[config.mk]
export PLATFORM = sky130hd
export DESIGN_NAME = div_arbiter
export DESIGN_NICKNAME = d
export VERILOG_FILES = /design/src/rtl/div_arbiter.sv
export SDC_FILE = /design/constraint.sdc
export NUM_CORES = 1
export LEC_CHECK = 0
export ABC_AREA = 1
export CORE_UTILIZATION = 39
export CTS_CLUSTER_DIAMETER = 120
export DETAILED_ROUTE_END_ITERATION = 12
export HOLD_SLACK_MARGIN = 0.1
export PLACE_DENSITY_LB_ADDON = 0.05
export SKIP_LAST_GASP = 1
export SLEW_MARGIN = 25
export SYNTH_ARGS = -nofsm -noshare
export SYNTH_HDL_FRONTEND = slang
export SYNTH_SLANG_ARGS = --single-unit
[constraint.sdc]
create_clock -name clk -period 1.56 [get_ports clk]
set_clock_uncertainty 0.15 [all_clocks]
set_input_delay 0.312 -clock clk [delete_from_list [all_inputs] [get_ports clk]]
set_output_delay 0.312 -clock clk [all_outputs]
set_load 0.1 [all_outputs]
[src/rtl/div_arbiter.sv]
// div_arbiter: round-robin sharing of one sequential divider among N requesters, with watchdog abort.
// Optional: define DIVZERO_GUARD_EN to answer divide-by-zero requests locally without using the divider.
module div_arbiter #(
  parameter int WIDTH   = 16,
  parameter int N       = 3,
  parameter int TIMEOUT = 255
) (
  input  logic               clk,
  input  logic               rst_n,
  input  logic [N-1:0]       req,
  input  logic [N*WIDTH-1:0] req_dividend,
  input  logic [N*WIDTH-1:0] req_divisor,
  output logic [N-1:0]       gnt,
  output logic [N-1:0]       done,
  output logic [WIDTH-1:0]   result,
  output logic               err,
  output logic               div_start,
  output logic [WIDTH-1:0]   div_dividend,
  output logic [WIDTH-1:0]   div_divisor,
  input  logic               div_busy,
  input  logic               div_ready,
  input  logic [WIDTH-1:0]   div_quotient
);
  localparam int PW = $clog2(N);
  localparam logic [7:0] TO = 8'(TIMEOUT);
  typedef enum logic [2:0] {IDLE, ISSUE, WAIT_BUSY, WAIT_READY, DONE} state_t;
  state_t state, state_nxt;
  logic [PW-1:0] ptr, gidx, pick;
  logic [7:0] wd;
  logic any, grant, waiting, fin_ok, fin_to, zero_div;
  logic [WIDTH-1:0] dd_arr [N];
  logic [WIDTH-1:0] dv_arr [N];
  for (genvar i = 0; i < N; i++) begin : g_unpack
    assign dd_arr[i] = req_dividend[i*WIDTH +: WIDTH];
    assign dv_arr[i] = req_divisor[i*WIDTH +: WIDTH];
  end
  // first requester at or after ptr; falls back to the lowest index when the search wraps
  always_comb begin
    pick = '0;
    any = 1'b0;
    for (int j = N - 1; j >= 0; j--)
      if (req[PW'(j)]) begin
        pick = PW'(j);
        any = 1'b1;
      end
    for (int j = N - 1; j >= 0; j--)
      if (req[PW'(j)] && PW'(j) >= ptr) pick = PW'(j);
  end
  assign grant   = state == IDLE && any && !div_busy;
  assign waiting = state == WAIT_BUSY || state == WAIT_READY;
  assign fin_ok  = waiting && div_ready;
  assign fin_to  = waiting && !div_ready && wd == TO;
`ifdef DIVZERO_GUARD_EN
  assign zero_div = dv_arr[pick] == '0;
`else
  assign zero_div = 1'b0;
`endif
  // state register
  always_ff @(posedge clk)
    if (!rst_n) state <= IDLE;
    else state <= state_nxt;
  // next-state: ready wins over busy, timeout wins over a late busy
  always_comb begin
    state_nxt = state;
    case (state)
      IDLE:       state_nxt = grant ? (zero_div ? DONE : ISSUE) : IDLE;
      ISSUE:      state_nxt = WAIT_BUSY;
      WAIT_BUSY:  state_nxt = fin_ok || fin_to ? DONE : div_busy ? WAIT_READY : WAIT_BUSY;
      WAIT_READY: state_nxt = fin_ok || fin_to ? DONE : WAIT_READY;
      DONE:       state_nxt = IDLE;
      default:    state_nxt = IDLE;
    endcase
  end
  // operand latch, watchdog, result capture and pointer advance
  always_ff @(posedge clk)
    if (!rst_n) begin
      ptr <= '0;
      gidx <= '0;
      wd <= '0;
      result <= '0;
      err <= 1'b0;
      div_dividend <= '0;
      div_divisor <= '0;
    end else begin
      if (grant) begin
        gidx <= pick;
        div_dividend <= dd_arr[pick];
        div_divisor <= dv_arr[pick];
      end
      if ((grant && zero_div) || fin_to) begin
        result <= '1;
        err <= 1'b1;
      end
      if (fin_ok) begin
        result <= div_quotient;
        err <= 1'b0;
      end
      wd <= waiting ? wd + 8'd1 : 8'd0;
      if (state == DONE) ptr <= gidx == PW'(N - 1) ? '0 : gidx + 1'b1;
    end
  // outputs decoded from registered state: grant while busy, done only in DONE, start while waiting for busy
  always_comb begin
    gnt = state == IDLE ? '0 : {{(N-1){1'b0}}, 1'b1} << gidx;
    done = state == DONE ? gnt : '0;
    div_start = state == WAIT_BUSY;
  end
endmodule

# After elaboration in Yosys (flattened, before gate mapping)
# Cells that the tools add are included.
# classes
n_addsub	2
magnitude_cmp	3
eq_ne	6
shift	1
muxes	22
bitwise	2
reduce_logical	15
# ops
cell	count
$mux 16	6
$bmux 16 s2	2
$mux 3	4
$pmux 3 s4	1
$mux 2	5
$add 8x1->8 const B	1
$eq 8x8->1 const B	1
$logic_and 1x1->1	7
$eq 3x2->1 const B	2
$ge 1x2->1 const A	2
$mux 1	4
$eq 3x1->1 const B	1
$eq 3x3->1 const B	1
$ge 3x3->1 const B	1
$logic_not 3->1	1
$not 2->3	1
$shl 1x2->3 const A	1
$add 2x1->2 const B	1
$eq 2x2->1 const B	1
$logic_not 1->1	2
$logic_or 1x1->1	2
$reduce_and 2->1	1
$reduce_bool 2->1	1
$reduce_or 2->1	1
$not 1->1	1
# word_totals
regBits	64
in_bits	119
out_inout_bits	56

# Depth between registers and ports, before layout
# Gate-level depths: netlist of the first run.
# depth
word_depth	8
depth_mapped	8

# Worst setup path after synthesis of the first run
# OpenSTA, ideal clock, no wires.
# synth_path
kind	reg-to-output
from	register state[0]
to	output gnt[0]
t_arrival_ns	2.026
slack_ns	-0.928
path_stages_with_launch	5
n_path_buf	0
path_cell_list	dfxtp_1 -> inv_1 -> nand2_1 -> inv_1 -> a21oi_1
# synth_via
elab_chain_cells	2
# synth_lines
element	line_no	rtl
from (decl)	27	state_t state, state_nxt;
from (signal assigned)	61	else state <= state_nxt;
$logic_not 3->1	103	gnt = state == IDLE ? '0 : {{(N-1){1'b0}}, 1'b1} << gidx;
$mux 3	103	
to (decl)	13	output logic [N-1:0] gnt,
# Every way passes these cells.

# Worst setup path in the final report of the first run
# layout_path
from	register state[1]
to	output done[0]
# layout_via
elab_chain_cells	3
# layout_lines
element	line_no	rtl
$logic_not 3->1	103	
$mux 3	103	
$mux 3 *	104	done = state == DONE ? gnt : '0;
to (decl)	14	output logic [N-1:0] done,
# Mark *: on every way between the ends. The rest lies on a longest branch, timed or not.

==> results of run 1 <==
## power breakdown
group	internal, uW	switching, uW	total (uW)
Combinational	884	1280	2160
Clock	865	622	1490
Sequential	1720	120	1840
## state kept, by name, summed over array words and instances, names as in the netlist
| register | flops |
|---|---|
| div_dividend | 16 |
| div_divisor | 16 |
| result | 16 |
| wd | 8 |
| state | 3 |
| ptr | 2 |
| err | 1 |
| gidx | 1 |
## synthesized netlist by cell type (2+ instances only)
| cell type | count |
|---|---|
| nor2_1 | 45 |
| clkbuf_1 | 12 |
| nand3_1 | 84 |
| nor2_2 | 2 |
| a21oi_1 | 42 |
| buf_2 | 9 |
| a211oi_1 | 2 |
| nand2_1 | 96 |
| inv_1 | 110 |
| inv_2 | 3 |
| dfxtp_1 | 63 |
| o21ai_0 | 3 |
| buf_4 | 5 |
## per-stage QoR
stage,setup WS [ns],instances
CTS,-0.185,742
floorplan,-0.0437,488
finish,-0.184,752
detailed placement,-0.206,721
global placement,-0.155,721
global route,-0.240,752
## worst paths after layout
check	start	end	cells past startpoint
worst min register to register	wd[0]	wd[0]	1
worst max-delay path	state[1]	done[0]	6
worst max register to register	state[1]	div_dividend[14]	9
worst min-delay path	wd[0]	wd[0]	1
## layout by cell type, fill, tap and decap left out, drive strengths merged, types with 2 or more instances in the layout
cell / count
dfxtp: 63
a21oi: 42
nand2: 96
clkdlybuf4s50: 85
inv: 113
nor2: 47
nor3: 2
conb: 2
buf: 83
a211oi: 2
nand3: 84
clkbuf: 18
clkinv: 2
o21ai: 3
nand4: 2
## layout make-up
cell class	count	area (sq um)
inverter	113	437
multi-input combinational	285	1430
tap	102	128
timing repair buffer	173	2360
fill	565	1900
sequential	63	1270
clock inverter	3	40.0
clock buffer	13	169
## cells by family after synthesis
kind of cell	Yosys count	share of synthesized area, %
other	1	0.120
DFF	63	40.5
AOI/OAI and AO/OA	47	7.72
adders and majority gates	1	0.402
xor gates and xnor gates	1	0.281
and+or+nand+nor	234	32.9
buffers and inverters	140	18.1
## repair_timing
| item | CTS | global route |
|---|---|---|
| pin swaps | 6 | 5 |
| setup buffers | 5 | 4 |
| cloned | 0 | 7 |
| setup endpoints to repair | 5 | 52 |
| hold buffers | 0 | 0 |
| resized for setup | 9 | 30 |
## layer usage
layer	routed length [um]	up-vias	part of all wire [%]
met5	0	-	0
met4	116	0	1.2
met3	657	10	7.0
met2	4970	97	53
met1	3660	1581	39
li1	-	1795	-
==> impl_results.md, run 1 <==
* CTS Buf Count at 9
* Final Cycle Share at 112%
* Run status: finished, violations left
* Endpoints failing setup at 33
* Clock transition at path regs at 0.07 ns
* Met3 Use GR at 7.87%
* Skew-Pair Late Insertion Delay at 0.33 ns
* Worst endpoint data arrival time at 1.28 ns
* Port-buffer cells at 139
* Num rows at 32
* Post-layout util at 75.5%
* Fin area at 5830 sq um
* Setup TNS at -1.48 ns
* Top cell type's share of synthesized area at 40.5%
* Async set or reset register ratio after synthesis at 0%
* DP HPWL at 6380 um
* Worst EP required at 1.10 ns
* Failing checks: negative setup slack
* Num Clock Sinks at 63
* Final hold viol count at 0
* Sequential area share after synthesis at 40.5%
* Placed Area at 5290 sq um
* WHS at 0.310 ns
* Met1 Use GR at 23.6%
* Die ar. at 8340 sq um
* CTS tree: built
* Cell count after synthesis at 487
* EDFF count, synth at 0
* GR Util All Layers at 21.6%
* 1st-pass router iterations at 5
* Max Fanout on Critical Path at 3
* Mean Syn Cell Area at 6.39 sq um
* Final net count at 765
* P&R area growth vs syn at 87.3%
* #FFs+latches synth at 63
* Tmin final at 1.74 ns
* Layout cells sized above 1 at 21.4%
* DR vias at 3483
* Post-synth top area cell: dfxtp_1
* GPL Wtd Cong at 0.744
* Netlist Area Pre-Place at 3110 sq um
* Post-Route WL at 9400 um
* Met2 Use GR at 38.8%
* Max-slew violation count at 0
* Max Cap Viol at 0
* Crit path largest cell delay at 0.33 ns
* Min-delay worst type: reg -> reg
* Synth unique cells at 24
* DRC at 0
* Vias per inst at 4.63
* CORE AREA at 7730 sq um
* Crit path cell chain: inv_4, nand2_4, inv_6, nand2_8, nor2_4, buf_12
* Crit. End Element: output pin
* Final Total Pwr at 5490 uW
* R2r setup slk at -0.05 ns
* Synth top area cells: dfxtp_1 41%, nand3_1 14%, inv_1 13%
* Worst vdd ir at 0.000582 V
* CP top delay family: buffers and inverters
* F_max at 573 MHz
* Largest net degree at the start of global routing at 36
* Gr busiest metal: met2
* Leakage at 0.00275 uW
* CP max stage cell: dfxtp_2
* CTS Root Cell: clkbuf_8
* Die height at 91.3 um
* WP buf/inv at 3
* Slack of the critical path at -0.184 ns
* H-tree levels at 3
* RSZ-0062 raised after global routing: yes
* Inserted Diodes at 0
* Initial antenna violation count at 0
* DR WL/cell at 12.5 um
* First DRT Iteration DRCs at 116
* Clk buf depth at 2
* CP Class: reg -> out
* Num ports at 175
* Post-synth top flop: dfxtp_1
* Warnings from Yosys at 0
* Die X at 91.3 um
* Starting Density at 40.3%
* Global-route wire length before repair at 14400 um
* CP Launch Type: flip-flop
* Cell Pwr Density at 942 nW/um^2
* Congestion Overflow GR at 0
* Post-DRT Antenna Nets at 0
* Vias in the first global route at 3263
No activity file was read; power rests on OpenSTA's default activity.
==> inputs of run 2 (changes only) <==
--- a/config.mk
+++ b/config.mk
@@ -6,6 +6,7 @@
 export NUM_CORES = 1
 export LEC_CHECK = 0
 export ABC_AREA = 1
+export CORE_MARGIN = 1
 export CORE_UTILIZATION = 39
 export CTS_CLUSTER_DIAMETER = 120
 export DETAILED_ROUTE_END_ITERATION = 12
==> results of run 2 <==
Final layout, timing and power as in run 1 (identical DEF).
